--- config.mk ---
export PLATFORM = sky130hd
export DESIGN_NAME = ysyx_22050612_wb_arbiter
export DESIGN_NICKNAME = d
export VERILOG_FILES = /design/src/rtl/ysyx_22050612_pkg.sv /design/src/rtl/ysyx_22050612_rr_arb2.sv /design/src/rtl/ysyx_22050612_wb_arbiter.sv
export SDC_FILE = /design/constraint.sdc
export NUM_CORES = 1
export LEC_CHECK = 0
export ABC_AREA = 1
export ABC_CLOCK_PERIOD_IN_PS = 1300
export BUFFER_PORTS_ARGS = -buffer_cell sky130_fd_sc_hd__buf_2
export CAP_MARGIN = 20
export CORE_UTILIZATION = 40
export CTS_BUF_LIST = sky130_fd_sc_hd__clkbuf_8 sky130_fd_sc_hd__clkbuf_16
export CTS_CLUSTER_DIAMETER = 30
export DETAILED_ROUTE_END_ITERATION = 7
export PLACE_DENSITY = 0.71
export SYNTH_ARGS = -nofsm -noshare
export SYNTH_HDL_FRONTEND = slang
export SYNTH_SLANG_ARGS = --single-unit
--- constraint.sdc ---
create_clock -name clk -period 1.3 [get_ports clk]
set_input_delay 0.195 -clock clk [delete_from_list [all_inputs] [get_ports clk]]
set_output_delay 0.195 -clock clk [all_outputs]
set_load 0.01 [all_outputs]
--- src/rtl/ysyx_22050612_pkg.sv ---
// Shared constants for the NPC writeback path: requester indices and default widths.
package ysyx_22050612_pkg;

    localparam int unsigned REQ_EXU       = 0;
    localparam int unsigned REQ_LSU       = 1;
    localparam int unsigned NUM_WB_REQ    = 2;

    localparam int unsigned WB_ADDR_WIDTH = 5;
    localparam int unsigned WB_DATA_WIDTH = 64;

endpackage

--- src/rtl/ysyx_22050612_rr_arb2.sv ---
// Combinational two-way round-robin grant; prio names the requester favoured on a tie.
module ysyx_22050612_rr_arb2
    import ysyx_22050612_pkg::*;
(
    input  logic [NUM_WB_REQ-1:0] valid,
    input  logic                  prio,
    output logic [NUM_WB_REQ-1:0] grant
);

    always_comb begin
        grant          = '0;
        grant[REQ_EXU] = valid[REQ_EXU] && (!valid[REQ_LSU] || !prio);
        grant[REQ_LSU] = valid[REQ_LSU] && (!valid[REQ_EXU] ||  prio);
    end

endmodule

--- src/rtl/ysyx_22050612_wb_arbiter.sv ---
// Writeback arbiter: shares the register-file write port between EXU and LSU and tracks pending writes.
// Define YSYX_22050612_WB_TRACE_EN to print each register-file write with its source requester.
module ysyx_22050612_wb_arbiter
    import ysyx_22050612_pkg::*;
#(
    parameter int unsigned ADDR_WIDTH = WB_ADDR_WIDTH,
    parameter int unsigned DATA_WIDTH = WB_DATA_WIDTH
) (
    input  logic                             clk,
    input  logic                             rst,
    input  logic [NUM_WB_REQ-1:0]            req_valid,
    output logic [NUM_WB_REQ-1:0]            req_ready,
    input  logic [NUM_WB_REQ*ADDR_WIDTH-1:0] req_addr,
    input  logic [NUM_WB_REQ*DATA_WIDTH-1:0] req_data,
    input  logic                             issue_valid,
    input  logic [ADDR_WIDTH-1:0]            issue_addr,
    output logic [(1<<ADDR_WIDTH)-1:0]       busy,
    output logic                             rf_wen,
    output logic [ADDR_WIDTH-1:0]            rf_waddr,
    output logic [DATA_WIDTH-1:0]            rf_wdata
);

    localparam int unsigned NUM_REGS = 1 << ADDR_WIDTH;

    logic                  prio;
    logic [NUM_WB_REQ-1:0] grant;
    logic                  hs;
    logic                  sel;
    logic [ADDR_WIDTH-1:0] sel_addr;
    logic [DATA_WIDTH-1:0] sel_data;
    logic [NUM_REGS-1:0]   busy_nxt;

    ysyx_22050612_rr_arb2 u_arb (
        .valid (req_valid),
        .prio  (prio),
        .grant (grant)
    );

    // Reset suppresses ready so no handshake can be consumed on the reset edge.
    always_comb begin
        req_ready = grant & {NUM_WB_REQ{!rst}};
        hs        = |req_ready;
        sel       = req_ready[REQ_LSU];
        sel_addr  = sel ? req_addr[REQ_LSU*ADDR_WIDTH +: ADDR_WIDTH]
                        : req_addr[REQ_EXU*ADDR_WIDTH +: ADDR_WIDTH];
        sel_data  = sel ? req_data[REQ_LSU*DATA_WIDTH +: DATA_WIDTH]
                        : req_data[REQ_EXU*DATA_WIDTH +: DATA_WIDTH];
    end

    // Clear is applied before set so a same-edge issue to the retiring register stays busy.
    always_comb begin
        busy_nxt = busy;
        for (int unsigned a = 1; a < NUM_REGS; a++) begin
            if (rf_wen && rf_waddr == ADDR_WIDTH'(a)) begin
                busy_nxt[a] = 1'b0;
            end
            if (issue_valid && issue_addr == ADDR_WIDTH'(a)) begin
                busy_nxt[a] = 1'b1;
            end
        end
        busy_nxt[0] = 1'b0;
    end

    always_ff @(posedge clk) begin
        if (rst) begin
            prio     <= 1'b0;
            busy     <= '0;
            rf_wen   <= 1'b0;
            rf_waddr <= '0;
            rf_wdata <= '0;
        end else begin
            busy   <= busy_nxt;
            rf_wen <= hs && (sel_addr != '0);
            if (hs) begin
                prio     <= !sel;
                rf_waddr <= sel_addr;
                rf_wdata <= sel_data;
            end
        end
    end

`ifdef YSYX_22050612_WB_TRACE_EN
    logic rf_src;

    always_ff @(posedge clk) begin
        if (rst) begin
            rf_src <= 1'b0;
        end else if (hs) begin
            rf_src <= sel;
        end
    end

    always_ff @(posedge clk) begin
        if (!rst && rf_wen) begin
            $display("wb x%0d <= 0x%h (%s)", rf_waddr, rf_wdata, rf_src ? "lsu" : "exu");
        end
    end
`endif

endmodule
==> results.sh <==
export IMPL_status="finished with violations"
export IMPL_violations="setup timing"
export IMPL_wl_met1_microns=6413
export IMPL_viasPerCell=4.499
export IMPL_firstDrtPassIters=4
export IMPL_r2r_slack_ns=0.01
export IMPL_wirelength_microns=14580
export IMPL_diodes=0
export IMPL_track_usage_pct=22.30
export IMPL_fin_worst_skew_ns=0.006875
export IMPL_cp_start_kind="flip-flop"
export IMPL_gp_congestion=0.8082
export IMPL_arrival_ns=1.17
export IMPL_cpMostUsedCell="nand2_4"
export IMPL_htreeDepth=3
export IMPL_ant_nets=0
export IMPL_setup_viol=2
export IMPL_reg2reg_to="rf_wdata[36]"
export IMPL_slew_violations=0
export IMPL_yosysTopAreaCellShare_pct=39.95
export IMPL_cts_clk_slew_worst_paths_ns=0.07
export IMPL_layout_drive_gt1_share_pct=30.15
export IMPL_antenna_found_initial=1
export IMPL_slowest_stage="dfxtp_2"
export IMPL_rsz0062_at_grt="true"
export IMPL_vdd_drop_max_mv=0.6066
export IMPL_fin_setup_tns_ns=-0.07683
export IMPL_grt_max_degree=72
export IMPL_dpl_cell_area_sq_um=6581
export IMPL_holdPathEnd="prio"
export IMPL_yosys_warnings=0
export IMPL_grt_overflow=0
export IMPL_tightest_slew_ns=0.5918
export IMPL_cp_end_kind="output port"
export IMPL_reg2reg_from="prio"
export IMPL_numCtsBuffers=9
export IMPL_grt_pass1_vias=4854
export IMPL_num_rows=40
export IMPL_final_common_cell="nand2_1"
export IMPL_p_leak_nw=4.081
export IMPL_cts_root_buf="clkbuf_16"
export IMPL_hold_viol=0
export IMPL_crit_chain="inv_2, nand2_4, nand2_4, inv_4, buf_12, buf_6"
export IMPL_hold_start="rst"
export IMPL_drtIter0Drc=366
export IMPL_synth_fp_nets=964
export IMPL_dp_slack_ns=-0.03282
export IMPL_die_area_sq_um=13230
export IMPL_whs_ns=0.1104
export IMPL_dr_max_layer_used="met5"
export IMPL_clock_sinks=102
export IMPL_io_pins=252
export IMPL_syn_cell_area_sq_um=5111
export IMPL_avgSynthCellArea_sq_um=6.264
export IMPL_yosys_area_top_type="dfxtp_1"
export IMPL_met3_length_microns=943
export IMPL_power_density_nw_per_um2=1112
export IMPL_maxCapViolations=0
export IMPL_final_util_pct=57.38
export IMPL_fin_crit_sh_pct=105.1
export IMPL_synth_seq_cells=102
export IMPL_hpwl_microns=10710
export IMPL_final_cell_mix="nand2_1, buf_2, inv_1"
export IMPL_grt_pass1_wl_microns=23050
export IMPL_num_vias=5561
export IMPL_port_buffers=250
export IMPL_period_needed_ns=1.367
export IMPL_route_detailed_drc=0
export IMPL_num_fill_cells=1277
export IMPL_area_growth_pct=37.09
export IMPL_synth_area_leaders="dfxtp_1, nand2_1, inv_1"
export IMPL_layout_nets=1211
export IMPL_worstPathMaxFanout=3
export IMPL_cts_tree="yes"
export IMPL_crit_type="reg -> out"
export IMPL_cp_required_ns=1.11
export IMPL_max_stage_delay_ns=0.33
export IMPL_fp_dieH_microns=115.0
export IMPL_fin_ws_ns=-0.06688
export IMPL_cp_buffers_inverters=4
export IMPL_max_freq_ghz=0.7316
export IMPL_wl_met2_microns=6908
export IMPL_clockBufferDepth=2
export IMPL_hold_class="in -> reg"
export IMPL_hold_depth=2
export IMPL_crit_family="buffers and inverters"
export IMPL_reg2reg_depth=8
export IMPL_relSlewSlack_pct=60.54
export IMPL_worstSkewPairLatency_ns=0.35
export IMPL_syn_inst=816
export IMPL_core_sq_um=12210
export IMPL_synth_cell_types=24
export IMPL_seq_area_frac_synth_pct=39.95
export IMPL_initial_utilization_pct=41.85
export IMPL_routedWlPerCell_microns=11.80
export IMPL_die_w_microns=115.0
export IMPL_post_route_cell_area_sq_um=7007
state kept, by name, indices dropped and copies added, names as in the netlist:
name,cells
rf_wdata,64
rf_wen,1
busy,31
rf_waddr,5
prio,1
per-stage QoR:
stage,instances,power (mW)
2_1_floorplan,816,4.391
3_3_place_gp,1214,5.048
3_5_place_dp,1214,5.068
4_1_cts,1237,7.849
5_1_grt,1236,8.229
6_report,1236,7.789
layer usage:
metal	global-route usage, %	up-vias
li1	-	2965
met1	26.93	2383
met2	37.15	187
met3	6.800	24
met4	8.658	2
met5	0	-
cells in the mapped netlist, drive strengths merged:
| library cell | instances |
|---|---|
| nand2 | 270 |
| inv | 160 |
| dfxtp | 102 |
| a21oi | 100 |
| o21ai | 97 |
| nor2 | 30 |
| buf | 28 |
| clkbuf | 17 |
| nand3 | 5 |
| nor3 | 2 |
| or2 | 2 |
| a211oi | 1 |
| conb | 1 |
| nand3b | 1 |
repair_timing:
action	in CTS	in global routing
setup buffers	6	0
gates resized for setup	12	17
pin swaps	2	4
endpoints found under the setup margin	35	66
hold buffers	0	0
gates cloned	1	0
how the worst max path moves through the flow:
stage,end,startpoint,cells after the start
after CTS,req_ready[1],prio,6
after floorplan,rf_wdata[55],prio,10
after detailed placement,rf_waddr[0],prio,9
after global placement,rf_waddr[0],rst,8
after global routing,rf_wdata[36],prio,8
final,req_ready[1],prio,6
power breakdown:
| group | internal [mW] | leakage, nW | switching (mW) |
|---|---|---|---|
| clock | 1.50 | 0.142 | 1.24 |
| sequential | 3.34 | 0.841 | 0.112 |
| combinational | 0.688 | 3.10 | 0.908 |
| total | 5.53 | 4.08 | 2.26 |
cell families after synthesis:
| kind of cell | share of synthesized area (%) |
|---|---|
| other cells | 0.07337 |
| buf+inv | 16.77 |
| simple gates | 23.77 |
| compound gates | 19.44 |
| flops | 39.95 |
cell type report:
class / instances / area, sq um / share of cell area, %
clock buffers: 9 / 225.2 / 3.214
clock inverters: 7 / 72.57 / 1.036
inverters: 160 / 603.1 / 8.607
multi-input cells: 509 / 2256 / 32.20
flip-flops and latches: 102 / 2046 / 29.20
well taps: 168 / 210.2 / 3.000
repair buffers: 281 / 1594 / 22.75
No activity file was read; power rests on OpenSTA's default activity.
